$ cat config.mk
export PLATFORM = sky130hd
export DESIGN_NAME = fp_div_round_pack
export DESIGN_NICKNAME = d
export VERILOG_FILES = /design/src/rtl/fp_div_round_pack.sv
export SDC_FILE = /design/constraint.sdc
export NUM_CORES = 1
export LEC_CHECK = 0
export ABC_AREA = 1
export CAP_MARGIN = 30
export CORE_MARGIN = 5
export CORE_UTILIZATION = 45
export CTS_BUF_LIST = sky130_fd_sc_hd__clkbuf_8
export DETAILED_ROUTE_END_ITERATION = 10
export GPL_TIMING_DRIVEN = 0
export PLACE_DENSITY_LB_ADDON = 0.15
export SLEW_MARGIN = 20
export SYNTH_ARGS = -nofsm -noshare
export SYNTH_HDL_FRONTEND = slang
export SYNTH_SLANG_ARGS = --single-unit
$ cat constraint.sdc
create_clock -name clk -period 5.52 [get_ports clk]
set_input_delay 1.38 -clock clk [delete_from_list [all_inputs] [get_ports clk]]
set_output_delay 1.38 -clock clk [all_outputs]
set_load 0.05 [all_outputs]
$ cat src/rtl/fp_div_round_pack.sv
// Round/pack back end of the binary32 divider.
// Two valid/ready stages: normalize/denormalize, then round, pack and flag.
module fp_div_round_pack #(
    parameter int unsigned EXP_W = 10,
    parameter int unsigned SIG_W = 27
) (
    input  logic                    clk,
    input  logic                    rst_n,
    input  logic                    in_valid,
    output logic                    in_ready,
    input  logic                    in_sign,
    input  logic signed [EXP_W-1:0] in_exp,
    input  logic [SIG_W-1:0]        in_sig,
    input  logic [1:0]              in_special,
    input  logic                    in_dz,
    input  logic                    in_nv,
    input  logic [2:0]              in_rm,
    output logic                    out_valid,
    input  logic                    out_ready,
    output logic [31:0]             out_result,
    output logic [4:0]              out_flags
);

    localparam int unsigned MAN_W = 24;
    localparam int unsigned SH_W  = $clog2(SIG_W + 1);
    localparam int unsigned GRD_B = SIG_W - MAN_W - 1;

    localparam logic [1:0] CLS_NORMAL = 2'b00;
    localparam logic [1:0] CLS_ZERO   = 2'b01;
    localparam logic [1:0] CLS_INF    = 2'b10;

    localparam logic [2:0] RM_RNE = 3'b000;
    localparam logic [2:0] RM_RTZ = 3'b001;
    localparam logic [2:0] RM_RDN = 3'b010;
    localparam logic [2:0] RM_RUP = 3'b011;
    localparam logic [2:0] RM_RMM = 3'b100;

    typedef struct packed {
        logic             sign;
        logic [2:0]       rm;
        logic [1:0]       special;
        logic             nv;
        logic             dz;
        logic             tiny;
        logic [EXP_W-1:0] exp;
        logic [MAN_W-1:0] kept;
        logic             guard;
        logic             sticky;
    } stage1T;

    logic   s1Valid;
    stage1T s1Q;
    stage1T s1Next;
    logic   s1En;
    logic   s2En;

    assign s2En     = !out_valid || out_ready;
    assign s1En     = !s1Valid || s2En;
    assign in_ready = s1En;

    // Stage 1: bring the leading one to the top bit, or denormalize into a subnormal.
    logic signed [EXP_W:0] expAdj;
    logic [EXP_W:0]        shRaw;
    logic [SH_W-1:0]       shAmt;
    logic [SIG_W-1:0]      sigNorm;
    logic [SIG_W-1:0]      lostMask;
    logic [SIG_W-1:0]      sigSel;
    logic                  tiny;

    always_comb begin
        sigNorm  = in_sig[SIG_W-1] ? in_sig : (in_sig << 1);
        expAdj   = {in_exp[EXP_W-1], in_exp} - (EXP_W+1)'(!in_sig[SIG_W-1]);
        tiny     = expAdj[EXP_W] || (expAdj == '0);
        shRaw    = (EXP_W+1)'(1) - expAdj;
        shAmt    = (shRaw >= (EXP_W+1)'(SIG_W)) ? SH_W'(SIG_W) : shRaw[SH_W-1:0];
        lostMask = ~({SIG_W{1'b1}} << shAmt);
        sigSel   = sigNorm;
        if (tiny) begin
            sigSel = (sigNorm >> shAmt) | SIG_W'(|(sigNorm & lostMask));
        end

        s1Next         = '0;
        s1Next.sign    = in_sign;
        s1Next.rm      = in_rm;
        s1Next.special = in_special;
        s1Next.nv      = in_nv;
        s1Next.dz      = in_dz;
        s1Next.tiny    = tiny;
        s1Next.exp     = tiny ? '0 : expAdj[EXP_W-1:0];
        s1Next.kept    = sigSel[SIG_W-1 -: MAN_W];
        s1Next.guard   = sigSel[GRD_B];
        s1Next.sticky  = |sigSel[GRD_B-1:0];
    end

    always_ff @(posedge clk or negedge rst_n) begin
        if (!rst_n) begin
            s1Valid <= 1'b0;
            s1Q     <= '0;
        end else if (s1En) begin
            s1Valid <= in_valid;
            if (in_valid) begin
                s1Q <= s1Next;
            end
        end
    end

    // Stage 2: round, renormalize on carry, saturate on overflow, pack.
    logic             inc;
    logic             inexact;
    logic             ofToInf;
    logic             overflow;
    logic [MAN_W:0]   mantSum;
    logic [MAN_W-1:0] mantFin;
    logic [EXP_W:0]   expFin;
    logic [31:0]      resNext;
    logic [4:0]       flagsNext;

    always_comb begin
        inexact = s1Q.guard || s1Q.sticky;
        inc     = 1'b0;
        ofToInf = 1'b0;
        case (s1Q.rm)
            RM_RNE: begin
                inc     = s1Q.guard && (s1Q.sticky || s1Q.kept[0]);
                ofToInf = 1'b1;
            end
            RM_RTZ: inc = 1'b0;
            RM_RDN: begin
                inc     = s1Q.sign && inexact;
                ofToInf = s1Q.sign;
            end
            RM_RUP: begin
                inc     = !s1Q.sign && inexact;
                ofToInf = !s1Q.sign;
            end
            RM_RMM: begin
                inc     = s1Q.guard;
                ofToInf = 1'b1;
            end
            default: inc = 1'b0;
        endcase

        mantSum = {1'b0, s1Q.kept} + (MAN_W+1)'(inc);
        mantFin = mantSum[MAN_W] ? mantSum[MAN_W:1] : mantSum[MAN_W-1:0];
        // A subnormal that rounds into the hidden bit becomes the smallest normal.
        expFin  = s1Q.tiny ? (EXP_W+1)'(mantFin[MAN_W-1])
                           : (EXP_W+1)'(s1Q.exp) + (EXP_W+1)'(mantSum[MAN_W]);
        overflow = (expFin >= (EXP_W+1)'(255));

        resNext   = {s1Q.sign, expFin[7:0], mantFin[MAN_W-2:0]};
        flagsNext = {s1Q.nv, s1Q.dz, 1'b0, s1Q.tiny && inexact, inexact};
        if (overflow) begin
            resNext   = ofToInf ? {s1Q.sign, 8'hFF, 23'h0} : {s1Q.sign, 31'h7F7FFFFF};
            flagsNext = {s1Q.nv, s1Q.dz, 1'b1, 1'b0, 1'b1};
        end

        if (s1Q.special != CLS_NORMAL) begin
            flagsNext = {s1Q.nv, s1Q.dz, 3'b000};
            if (s1Q.special == CLS_ZERO) begin
                resNext = {s1Q.sign, 31'h0};
            end else if (s1Q.special == CLS_INF) begin
                resNext = {s1Q.sign, 8'hFF, 23'h0};
            end else begin
                resNext = 32'h7FC00000;
            end
        end
    end

    always_ff @(posedge clk or negedge rst_n) begin
        if (!rst_n) begin
            out_valid  <= 1'b0;
            out_result <= '0;
            out_flags  <= '0;
        end else if (s2En) begin
            out_valid <= s1Valid;
            if (s1Valid) begin
                out_result <= resNext;
                out_flags  <= flagsNext;
            end
        end
    end

endmodule

==> qor.yml <==
outcome:
  status: "complete, no violations"
setup_path:
  path_max_fanout: 6
  cpMaxStageDelayCell: "dfrtp_1"
  rr_worst_depth: 35
  worstSetupStartpointType: "flop"
  r2r-end: "out_result[21]"
  critPathRequiredTime_ns: 5.76
  rrSetupSlack_ns: 0.25
  endpoint_kind: "flop"
  crit_path_max_incr_delay_ns: 0.40
  worstPathArrival_ns: 5.51
  reg2reg_from: "s1Q[42]"
  path_class: "reg2reg"
  crit_top_cell: "inv_2"
global_routing:
  grt_use_total: 0.2618
  grt_pass1_wl_mm: 38.22
  antenna_found_initial: 0
  globalRouteOverflowTotal: 0
  grt_max_degree: 48
  grt_pass1_vias: 7256
sta:
  worst_slack_ns: 0.2497
  fin_hold_ws_ns: 0.4834
  worst_pin_slew_ns: 1.033
  setup_viol: 0
  finalCritPeriodShare: 0.9548
  skew_ns: 0.01588
  min_period_ns: 5.270
  slew_headroom: 0.3043
  drv_slew: 0
  max_freq_mhz: 189.7
  hold_violations: 0
final_layout:
  fill_cells: 1702
  drive_gt1_frac: 0.1266
  finalNetCount: 1296
  area_growth_pct: 22.98
die:
  die_y_um: 135.6
  start_util: 0.4521
  core_um2: 15710
  num_rows: 46
  die_w_um: 135.6
  ios: 88
  dieArea_um2: 18400
clock_network:
  cts_max_level: 3
  cts_num_sinks: 84
  clockBufferDepth: 2
  tritoncts: "built"
  clockRootBuffer: "clkbuf_8"
  clk_latency_ns: 0.36
  clk_pin_slew_ns: 0.09
  cts_made_buffers: 9
synthesis:
  yosys_warnings: 0
  synth_common_cells: "nand2_1 (326), nand3_1 (121), inv_1 (104)"
  synth_edf_count: 0
  synth-seq-cells: 84
  synthTopCellsByArea: "dfrtp_1 (30%), nand2_1 (17%), nand3_1 (8.5%)"
  synth_ff_type: "dfrtp_1"
  async_flop_share: 1.000
  yosysMostFrequentCell: "nand2_1"
  synth_top_area_cell: "dfrtp_1"
  synthesis.nets: 1184
  yosysSeqAreaShare: 0.2959
  syn-mean-instance-area_um2: 6.326
  synth_cells: 1123
  synth_top_area_frac: 0.2959
  synthDistinctLibCells: 48
  synth_area_um2: 7104
route:
  finalWirelength_mm: 24.49
  drtIter0Drc: 609
  drt_first_pass_iters: 6
  vias: 7899
  antenna_left: 0
  wire_per_inst_um: 16.81
  drc: 0
  routed_via_density: 5.421
worst_hold_path:
  hold_class: "reg2reg"
  whs_endpoint: "out_flags[3]"
  min_from: "out_flags[3]"
  whs_path_depth: 2
power_and_ir_drop:
  ir_worst_vdd_uv: 175.9
  p_per_area_nw_per_um2: 269.3
  power_w: 0.002353
  p_leak_nw: 4.050
placed_design:
  pre_cts_ws_ns: -0.6402
  hpwl_mm: 19.52
  io_buffer_count: 87
  gp_congestion: 0.9919
job:
  drv_cap: 0
-- cells in the final DEF (no fill, tap or decap), types with 4 or more instances in the layout --
cell type / count
nand3_2: 7
o211ai_1: 8
a31oi_1: 11
o2111ai_1: 4
nor2_1: 93
o31ai_1: 5
nor3_1: 12
buf_6: 8
nand2_4: 4
nor2_2: 9
inv_1: 101
nand2_2: 14
dfrtp_1: 84
nand2_1: 320
clkbuf_8: 9
nand3_1: 119
buf_2: 9
or2_2: 25
nor2_4: 10
a21oi_1: 40
buf_4: 19
inv_2: 14
ha_1: 6
o21ai_0: 93
xnor2_1: 4
xor2_1: 9
nand4_1: 22
o21ai_1: 23
clkdlybuf4s50_1: 86
clkbuf_1: 22
-- metal layers --
layer | global-route usage | share of wire | vias to the layer above
met5 | 0 | 0 | -
met4 | 0.1064 | 0.032 | 0
met3 | 0.02935 | 0.057 | 51
met2 | 0.4336 | 0.47 | 279
met1 | 0.3493 | 0.44 | 3630
li1 | - | - | 3939
-- per-stage QoR --
stage / cell area (um^2) / util / instances / setup TNS, ns
3_3_place_gp: 8245 / 0.5248 / 1426 / -18.15
5_1_grt: 8735 / 0.5559 / 1456 / -1.195
4_1_cts: 8488 / 0.5402 / 1442 / -0.01047
3_5_place_dp: 8270 / 0.5264 / 1427 / -19.85
2_1_floorplan: 7104 / - / 1123 / 0
6_report: 8737 / 0.5561 / 1457 / 0
-- registers in the layout, summed over array words and instances (netlist names) --
register,flops
s1Q,45
out_valid,1
s1Valid,1
out_flags,5
out_result,32
-- power breakdown --
group | total, W | internal (W) | switching (W)
Combinational | 0.00109 | 0.000366 | 0.000724
Sequential | 0.000844 | 0.000747 | 0.0000969
Clock | 0.000420 | 0.000203 | 0.000216
Total | 0.00235 | 0.00132 | 0.00104
-- timing repair --
item | in CTS | in global routing
pin swaps | 2 | 14
endpoints found under the setup margin | 48 | 48
gates resized for setup | 13 | 49
hold buffers | 0 | 0
cloned | 0 | 3
buffers inserted | 0 | 11
-- area by class of cell --
type	instances	area, um^2	share of cell area
multi-input cells	876	4469	0.5115
plain buffers	45	261.5	0.02993
clock inverters	7	61.31	0.007017
clock buffers	9	123.9	0.01418
inverters	117	447.9	0.05127
well taps	216	270.3	0.03093
repair buffers	102	998.5	0.1143
flip-flops and latches	84	2102	0.2406
diodes	1	2.502	0.0002864
-- worst max path at each step --
stage / end / cells past startpoint / slack (ns) / start
finish: out_result[21] / 35 / 0.25 / s1Q[42]
floorplan: out_result[0] / 34 / 0.72 / s1Q[43]
CTS: out_result[17] / 34 / -0.01 / s1Q[42]
detailed placement: s1Q[2] / 26 / -0.64 / in_sig[26]
global placement: s1Q[2] / 26 / -0.53 / in_sig[26]
global route: out_result[13] / 35 / -0.08 / s1Q[42]
-- cell families after synthesis --
family                   after synthesis  synth area share
AO/OA/AOI/OAI                        199            0.1534
buffers and inverters                163           0.09581
flip-flops                            84            0.2959
XOR/XNOR                              13           0.01603
multiplexers                           1          0.001409
AND/OR/NAND/NOR                      651            0.4163
adder cells (fa/ha/maj)               12           0.02113
-- critical path: cells and delay by family (launching register included) --
kind / cells / cell delay [ns]
and+or+nand+nor: 21 / 2.76
adders and majority gates: 5 / 1.03
buffers and inverters: 6 / 0.51
AOI/OAI and AO/OA: 3 / 0.46
DFF: 1 / 0.40
Note: power is estimated with default switching activity, not from simulation.
